==> config.mk <==
export PLATFORM = sky130hd
export DESIGN_NAME = phase_sequencer_flat
export DESIGN_NICKNAME = d
export VERILOG_FILES = /design/src/rtl/phase_sequencer_if.sv /design/src/rtl/phase_sequencer.sv /design/src/flat_wrapper.sv
export SDC_FILE = /design/constraint.sdc
export NUM_CORES = 1
export LEC_CHECK = 0
export BUFFER_PORTS_ARGS = -buffer_cell sky130_fd_sc_hd__buf_2
export CAP_MARGIN = 20
export CORE_UTILIZATION = 32
export CTS_BUF_LIST = sky130_fd_sc_hd__clkbuf_8
export DETAILED_ROUTE_END_ITERATION = 12
export MAX_ROUTING_LAYER = met4
export PLACE_DENSITY = 0.63
export SETUP_SLACK_MARGIN = 0.2
export SYNTH_ARGS = -nofsm -noshare
export SYNTH_HDL_FRONTEND = slang
export SYNTH_SLANG_ARGS = --single-unit
==> constraint.sdc <==
create_clock -name clk -period 4.85 [get_ports clk]
set_clock_uncertainty 0.1 [all_clocks]
set_input_delay 0.97 -clock clk [delete_from_list [all_inputs] [get_ports clk]]
set_output_delay 0.97 -clock clk [all_outputs]
set_load 0.02 [all_outputs]
==> src/rtl/phase_sequencer_if.sv <==
// Sequencer <-> datapath bundle for phase_sequencer.
// The `step` input exists only when PHASE_SEQ_STEP_EN is defined.
interface phase_sequencer_if #(
  parameter int CNT_W = 16
);
  logic             exec;
`ifdef PHASE_SEQ_STEP_EN
  logic             step;
`endif
  logic             halt_dec;
  logic             is_load;
  logic             is_store;
  logic             writes_reg;
  logic             writes_flag;
  logic             mem_ready;
  logic [4:0]       phase;
  logic             ir_we;
  logic             flag_we;
  logic             mem_re;
  logic             mem_we;
  logic             reg_we;
  logic             pc_update;
  logic             running;
  logic             halted;
  logic             err;
  logic [CNT_W-1:0] instr_cnt;

  modport master (
    input  exec,
`ifdef PHASE_SEQ_STEP_EN
    input  step,
`endif
    input  halt_dec, is_load, is_store, writes_reg, writes_flag, mem_ready,
    output phase, ir_we, flag_we, mem_re, mem_we, reg_we, pc_update,
    output running, halted, err, instr_cnt
  );

  modport slave (
    output exec,
`ifdef PHASE_SEQ_STEP_EN
    output step,
`endif
    output halt_dec, is_load, is_store, writes_reg, writes_flag, mem_ready,
    input  phase, ir_we, flag_we, mem_re, mem_we, reg_we, pc_update,
    input  running, halted, err, instr_cnt
  );
endinterface

==> src/rtl/phase_sequencer.sv <==
// Five-phase (fetch/decode/ALU/memory/writeback) instruction sequencer with run/stop,
// HLT, memory wait states and wait timeout. PHASE_SEQ_STEP_EN adds single-step start.
module phase_sequencer #(
  parameter int CNT_W    = 16,
  parameter int WAIT_MAX = 15
) (
  input  logic              clk,
  input  logic              rst,
  phase_sequencer_if.master bus
);

  localparam logic [2:0] S_IDLE = 3'd0;
  localparam logic [2:0] S_P1   = 3'd1;
  localparam logic [2:0] S_P2   = 3'd2;
  localparam logic [2:0] S_P3   = 3'd3;
  localparam logic [2:0] S_P4   = 3'd4;
  localparam logic [2:0] S_P5   = 3'd5;
  localparam logic [2:0] S_HALT = 3'd6;
  localparam logic [2:0] S_ERR  = 3'd7;

  localparam logic [7:0] WAIT_LIM = 8'(WAIT_MAX);

  logic [2:0]       state, state_nxt;
  logic             stop_req, stop_req_nxt;
  logic [7:0]       wait_cnt, wait_cnt_nxt;
  logic [CNT_W-1:0] instr_cnt;
  logic             retire;
  logic             mem_access;
  logic             mem_wait;
  logic             start_step;

  function automatic logic [4:0] phase_onehot(input logic [2:0] s);
    logic [4:0] p;
    p = '0;
    case (s)
      S_P1:    p = 5'b00001;
      S_P2:    p = 5'b00010;
      S_P3:    p = 5'b00100;
      S_P4:    p = 5'b01000;
      S_P5:    p = 5'b10000;
      default: p = 5'b00000;
    endcase
    return p;
  endfunction

  assign mem_access = bus.is_load | bus.is_store;
  assign mem_wait   = ((state == S_P1) | ((state == S_P4) & mem_access)) & ~bus.mem_ready;

`ifdef PHASE_SEQ_STEP_EN
  assign start_step = bus.step & ~bus.exec;
`else
  assign start_step = 1'b0;
`endif

  // A single-step start simply pre-arms stop_req so P5 returns to IDLE.
  always_comb begin
    state_nxt    = state;
    stop_req_nxt = stop_req;
    wait_cnt_nxt = '0;
    retire       = 1'b0;
    case (state)
      S_IDLE: begin
        if (bus.exec) begin
          state_nxt    = S_P1;
          stop_req_nxt = 1'b0;
        end else if (start_step) begin
          state_nxt    = S_P1;
          stop_req_nxt = 1'b1;
        end
      end
      S_P1: begin
        stop_req_nxt = stop_req | bus.exec;
        if (bus.mem_ready) state_nxt = S_P2;
      end
      S_P2: begin
        if (bus.halt_dec) begin
          state_nxt    = S_HALT;
          stop_req_nxt = 1'b0;
        end else begin
          state_nxt    = S_P3;
          stop_req_nxt = stop_req | bus.exec;
        end
      end
      S_P3: begin
        stop_req_nxt = stop_req | bus.exec;
        state_nxt    = S_P4;
      end
      S_P4: begin
        stop_req_nxt = stop_req | bus.exec;
        if (!mem_access || bus.mem_ready) state_nxt = S_P5;
      end
      S_P5: begin
        retire       = 1'b1;
        stop_req_nxt = 1'b0;
        state_nxt    = (stop_req | bus.exec) ? S_IDLE : S_P1;
      end
      S_HALT: begin
        if (bus.exec) state_nxt = S_IDLE;
      end
      S_ERR: begin
        state_nxt = S_ERR;
      end
    endcase
    // Timeout overrides any hold decision above; the counter only survives a stalled cycle.
    if (mem_wait) begin
      if (wait_cnt == WAIT_LIM) state_nxt = S_ERR;
      else                      wait_cnt_nxt = wait_cnt + 8'd1;
    end
  end

  always_ff @(posedge clk) begin
    if (rst) begin
      state     <= S_IDLE;
      stop_req  <= 1'b0;
      wait_cnt  <= '0;
      instr_cnt <= '0;
    end else begin
      state    <= state_nxt;
      stop_req <= stop_req_nxt;
      wait_cnt <= wait_cnt_nxt;
      if (retire) instr_cnt <= instr_cnt + 1'b1;
    end
  end

  // Strobes decode directly from state and same-cycle inputs.
  always_comb begin
    bus.ir_we     = 1'b0;
    bus.flag_we   = 1'b0;
    bus.mem_re    = 1'b0;
    bus.mem_we    = 1'b0;
    bus.reg_we    = 1'b0;
    bus.pc_update = 1'b0;
    case (state)
      S_P1: begin
        bus.mem_re = 1'b1;
        bus.ir_we  = bus.mem_ready;
      end
      S_P3: bus.flag_we = bus.writes_flag;
      S_P4: begin
        bus.mem_we = bus.is_store;
        bus.mem_re = bus.is_load & ~bus.is_store;
      end
      S_P5: begin
        bus.reg_we    = bus.writes_reg;
        bus.pc_update = 1'b1;
      end
      default: ;
    endcase
  end

  assign bus.phase     = phase_onehot(state);
  assign bus.running   = (state >= S_P1) && (state <= S_P5);
  assign bus.halted    = (state == S_HALT);
  assign bus.err       = (state == S_ERR);
  assign bus.instr_cnt = instr_cnt;

endmodule

==> src/flat_wrapper.sv <==
// flat-port wrapper written by rule: the top's interface ports become plain ports
module phase_sequencer_flat 
#(
  parameter int CNT_W    = 16,
  parameter int WAIT_MAX = 15
)
  (clk, rst, bus_exec, bus_halt_dec, bus_is_load, bus_is_store, bus_writes_reg, bus_writes_flag, bus_mem_ready, bus_phase, bus_ir_we, bus_flag_we, bus_mem_re, bus_mem_we, bus_reg_we, bus_pc_update, bus_running, bus_halted, bus_err, bus_instr_cnt);
  phase_sequencer_if #(.CNT_W(CNT_W)) bus_i ();
  input  logic clk;
  input  logic rst;
  input wire logic [$bits(bus_i.exec)-1:0] bus_exec;
  input wire logic [$bits(bus_i.halt_dec)-1:0] bus_halt_dec;
  input wire logic [$bits(bus_i.is_load)-1:0] bus_is_load;
  input wire logic [$bits(bus_i.is_store)-1:0] bus_is_store;
  input wire logic [$bits(bus_i.writes_reg)-1:0] bus_writes_reg;
  input wire logic [$bits(bus_i.writes_flag)-1:0] bus_writes_flag;
  input wire logic [$bits(bus_i.mem_ready)-1:0] bus_mem_ready;
  output wire logic [$bits(bus_i.phase)-1:0] bus_phase;
  output wire logic [$bits(bus_i.ir_we)-1:0] bus_ir_we;
  output wire logic [$bits(bus_i.flag_we)-1:0] bus_flag_we;
  output wire logic [$bits(bus_i.mem_re)-1:0] bus_mem_re;
  output wire logic [$bits(bus_i.mem_we)-1:0] bus_mem_we;
  output wire logic [$bits(bus_i.reg_we)-1:0] bus_reg_we;
  output wire logic [$bits(bus_i.pc_update)-1:0] bus_pc_update;
  output wire logic [$bits(bus_i.running)-1:0] bus_running;
  output wire logic [$bits(bus_i.halted)-1:0] bus_halted;
  output wire logic [$bits(bus_i.err)-1:0] bus_err;
  output wire logic [$bits(bus_i.instr_cnt)-1:0] bus_instr_cnt;
  assign bus_i.exec = bus_exec;
  assign bus_i.halt_dec = bus_halt_dec;
  assign bus_i.is_load = bus_is_load;
  assign bus_i.is_store = bus_is_store;
  assign bus_i.writes_reg = bus_writes_reg;
  assign bus_i.writes_flag = bus_writes_flag;
  assign bus_i.mem_ready = bus_mem_ready;
  assign bus_phase = bus_i.phase;
  assign bus_ir_we = bus_i.ir_we;
  assign bus_flag_we = bus_i.flag_we;
  assign bus_mem_re = bus_i.mem_re;
  assign bus_mem_we = bus_i.mem_we;
  assign bus_reg_we = bus_i.reg_we;
  assign bus_pc_update = bus_i.pc_update;
  assign bus_running = bus_i.running;
  assign bus_halted = bus_i.halted;
  assign bus_err = bus_i.err;
  assign bus_instr_cnt = bus_i.instr_cnt;
  phase_sequencer #(.CNT_W(CNT_W), .WAIT_MAX(WAIT_MAX)) u_core (.clk(clk), .rst(rst), .bus(bus_i));
endmodule
==> results.json <==
{
  "clock_sinks": 28,
  "synth.lib_cells_used.distinct": 38,
  "vias_per_cell": 4.98,
  "maxSlewHeadroom": 0.597,
  "pwr-share-comb": 0.140,
  "critical_path_required_ns": 3.78,
  "drtIter0Drc": 43,
  "hpwl_mm": 2.08,
  "clock_latency_ns": 0.27,
  "slew_viol_final": 0,
  "total_switching_power_uw": 127,
  "dieWidth_um": 68.2,
  "power.density_mw_per_mm2": 299,
  "cts.repair.resized": 0,
  "crit_path_start_kind": "flop",
  "num_antenna_cells": 0,
  "synth_edf_count": 0,
  "criticalPathCategory": "flop to output port",
  "fp.dieH_um": 68.2,
  "grt_first_pass_wirelength_mm": 4.73,
  "layout_worst_path_cycle_share": 0.593,
  "syn_to_final_growth_pct": 19.9,
  "cts.repair_timing.setup_buffer_count": 0,
  "clockPowerShare": 0.356,
  "row_count": 23,
  "netSwitchingFraction": 0.252,
  "synth_flop_cell": "dfxtp_1",
  "worstPathArrival_ns": 1.80,
  "cts_max_level": 1,
  "result_of_the_run": "finished clean",
  "clk_pin_slew_ns": 0.09,
  "finalWeightedCongestion": 0.717,
  "clockBufferDepth": 2,
  "crit_path_max_fanout": 20,
  "timing.fmax_mhz": 348,
  "layoutNonFillerInstCount": 250,
  "post_synthesis_async_set_or_reset_flop_share": 0,
  "post_synth.cell_area_avg_um2": 8.44,
  "hold_path_class": "flop to flop",
  "core_area_mm2": 0.00412,
  "worst_setup_path_end_kind": "output port",
  "final_min_period_ns": 2.87,
  "num-nets-final": 212,
  "initial_utilization": 0.341,
  "post_synth_instance_area_mm2": 0.00140,
  "grt_antenna_before_repair": 0,
  "cts_root_buffer": "clkbuf_8",
  "worstSetupStartpoint": "u_core.state[0]",
  "grt_overflow": 0,
  "r2r_cells": 4,
  "drc": 0,
  "actual_transition_at_the_worst_max_transition_pin_ns": 0.604,
  "layout-drive-gt1-share": 0.230,
  "synth_sequential_area_ratio": 0.400,
  "global_route_total_usage_across_every_layer": 0.135,
  "placed_cells_incl_taps": 246,
  "postCtsHoldBufs": 0,
  "num_vias": 1246,
  "dr.pass1.iters": 4,
  "irDropWorstVdd_mv": 0.215,
  "numPortBuffers": 38,
  "yosys_warnings": 0,
  "p_int_uw": 376,
  "ff2ff_setup_slack_ns": 2.66,
  "setup_violations": 0,
  "net_count_after_synthesis": 177,
  "overall_die_area_mm2": 0.00465,
  "io-pin-count": 39,
  "drt.antenna.violating_nets": 0,
  "post_drt_wl_per_cell_um": 11.4,
  "worst_r2r_startpoint": "u_core.state[0]",
  "routed_wl_mm": 2.85,
  "grt_max_degree": 22,
  "worstReg2RegEnd": "u_core.bus.instr_cnt[13]",
  "seqPwrFrac": 0.503,
  "setup_total_negative_slack_ns": 0,
  "vias_in_the_first_global_route": 1080,
  "numCtsBuffers": 3,
  "cts_tree": "done",
  "ys_ff_latch": 28,
  "leakagePower_uw": 0.000754,
  "n_fill_cell": 442,
  "post_syn_instances": 166,
  "setup_repair_after_global_routing_missed_its_margin": "no",
  "finalHoldViolations": 0,
  "cap_violations": 0,
  "setup.worst_path.end": "bus_reg_we"
}
power groups by stage:
stage                     Combinational (µW)  Sequential [µW]  Clock, µW
after detailed placement                71.1              258          0
after floorplan                         64.6              245          0
after global routing                    79.2              255        196
after global placement                  70.8              258          0
after CTS                               71.3              252        186
final                                   70.6              253        179
cell type report:
cell class	count	area [µm²]	area share
Multi-Input combinational cell	126	781	0.465
Timing Repair Buffer	38	190	0.113
Sequential cell	28	561	0.334
Tap cell	50	62.6	0.0372
Clock buffer	3	41.3	0.0246
Clock inverter	1	30.0	0.0179
Inverter	4	15.0	0.00894
layout by cell type, fill, tap and decap left out, types with 2 or more instances in the layout:
cell type,n
or3_1,5
a31oi_1,2
o31ai_1,3
xor2_1,8
ha_1,2
and3b_1,2
or4_1,3
mux2i_1,4
and2_1,3
nand4_1,3
buf_2,38
and3_1,8
o21ai_0,4
nor2_1,25
dfxtp_1,28
inv_1,4
clkbuf_8,3
a21oi_1,10
xnor2_1,7
nand2_1,9
nand3_1,9
nor3_1,3
nor4_1,2
nor2b_1,2
metrics by stage:
stage | power (µW) | util | area, µm² | hold WS [ns] | setup slack (ns)
after global placement | 328 | 0.391 | 1610 | 0.331 | 2.32
after floorplan | 310 | - | 1400 | 0.318 | 2.50
after global routing | 530 | 0.408 | 1680 | 0.375 | 1.80
after detailed placement | 329 | 0.391 | 1610 | 0.338 | 2.31
final | 503 | 0.408 | 1680 | 0.360 | 1.98
after CTS | 509 | 0.408 | 1680 | 0.359 | 1.99
worst max-delay path, stage by stage (launching register included):
cell	delay, ns
dfxtp_1	0.71
and3b_1	0.48
and2_1	0.17
buf_2	0.16
flip-flops by register name, summed over array words and instances, names as in the netlist:
signal and count:
u_core.bus.instr_cnt 16, u_core.wait_cnt 8, u_core.state 3, u_core.stop_req 1
kinds of logic (layout without fill, tap and decap cells):
| group | after synthesis | in the layout | share of synthesized area |
|---|---|---|---|
| simple gates | 80 | 80 | 0.310 |
| buf+inv | 12 | 46 | 0.0429 |
| mux | 4 | 4 | 0.0286 |
| fa+ha+maj | 2 | 2 | 0.0179 |
| xor+xnor | 15 | 15 | 0.0938 |
| compound gates | 25 | 25 | 0.107 |
| flops | 28 | 28 | 0.400 |
cell usage after synthesis, types with 2 or more instances:
library cell / number / area, µm²
o31ai_1: 3 / 22.5
xnor2_1: 7 / 61.3
clkbuf_1: 3 / 11.3
nand3_1: 9 / 45.0
and3b_1: 2 / 17.5
inv_1: 4 / 15.0
o21ai_0: 4 / 20.0
nor2_1: 25 / 93.8
ha_1: 2 / 25.0
mux2i_1: 4 / 40.0
xor2_1: 8 / 70.1
buf_2: 3 / 15.0
a31oi_1: 2 / 12.5
and2_1: 3 / 18.8
dfxtp_1: 28 / 561
or4_1: 3 / 22.5
and3_1: 8 / 50.1
nor4_1: 2 / 12.5
nand2_1: 9 / 33.8
nor3_1: 3 / 15.0
a21oi_1: 10 / 50.1
nand4_1: 3 / 18.8
nor2b_1: 2 / 12.5
or3_1: 5 / 31.3
worst min-delay path by stage:
stage | startpoint | end | slack, ns | cells past startpoint
finish | u_core.wait_cnt[0] | u_core.wait_cnt[0] | 0.36 | 1
global route | u_core.wait_cnt[0] | u_core.wait_cnt[0] | 0.37 | 1
CTS | u_core.wait_cnt[0] | u_core.wait_cnt[0] | 0.36 | 1
detailed placement | u_core.wait_cnt[0] | u_core.wait_cnt[0] | 0.34 | 1
global placement | u_core.wait_cnt[0] | u_core.wait_cnt[0] | 0.33 | 1
floorplan | u_core.wait_cnt[0] | u_core.wait_cnt[0] | 0.32 | 1
metal layers:
layer | up-vias | wire (µm) | global-route usage | part of all wire
met4 | 0 | 12 | 0.0156 | 0.0042
li1 | 648 | - | - | -
met5 | - | 0 | - | 0
met1 | 568 | 1450 | 0.172 | 0.51
met3 | 2 | 140 | 0.0400 | 0.049
met2 | 28 | 1250 | 0.214 | 0.44
(Power assumes the default switching activity.)
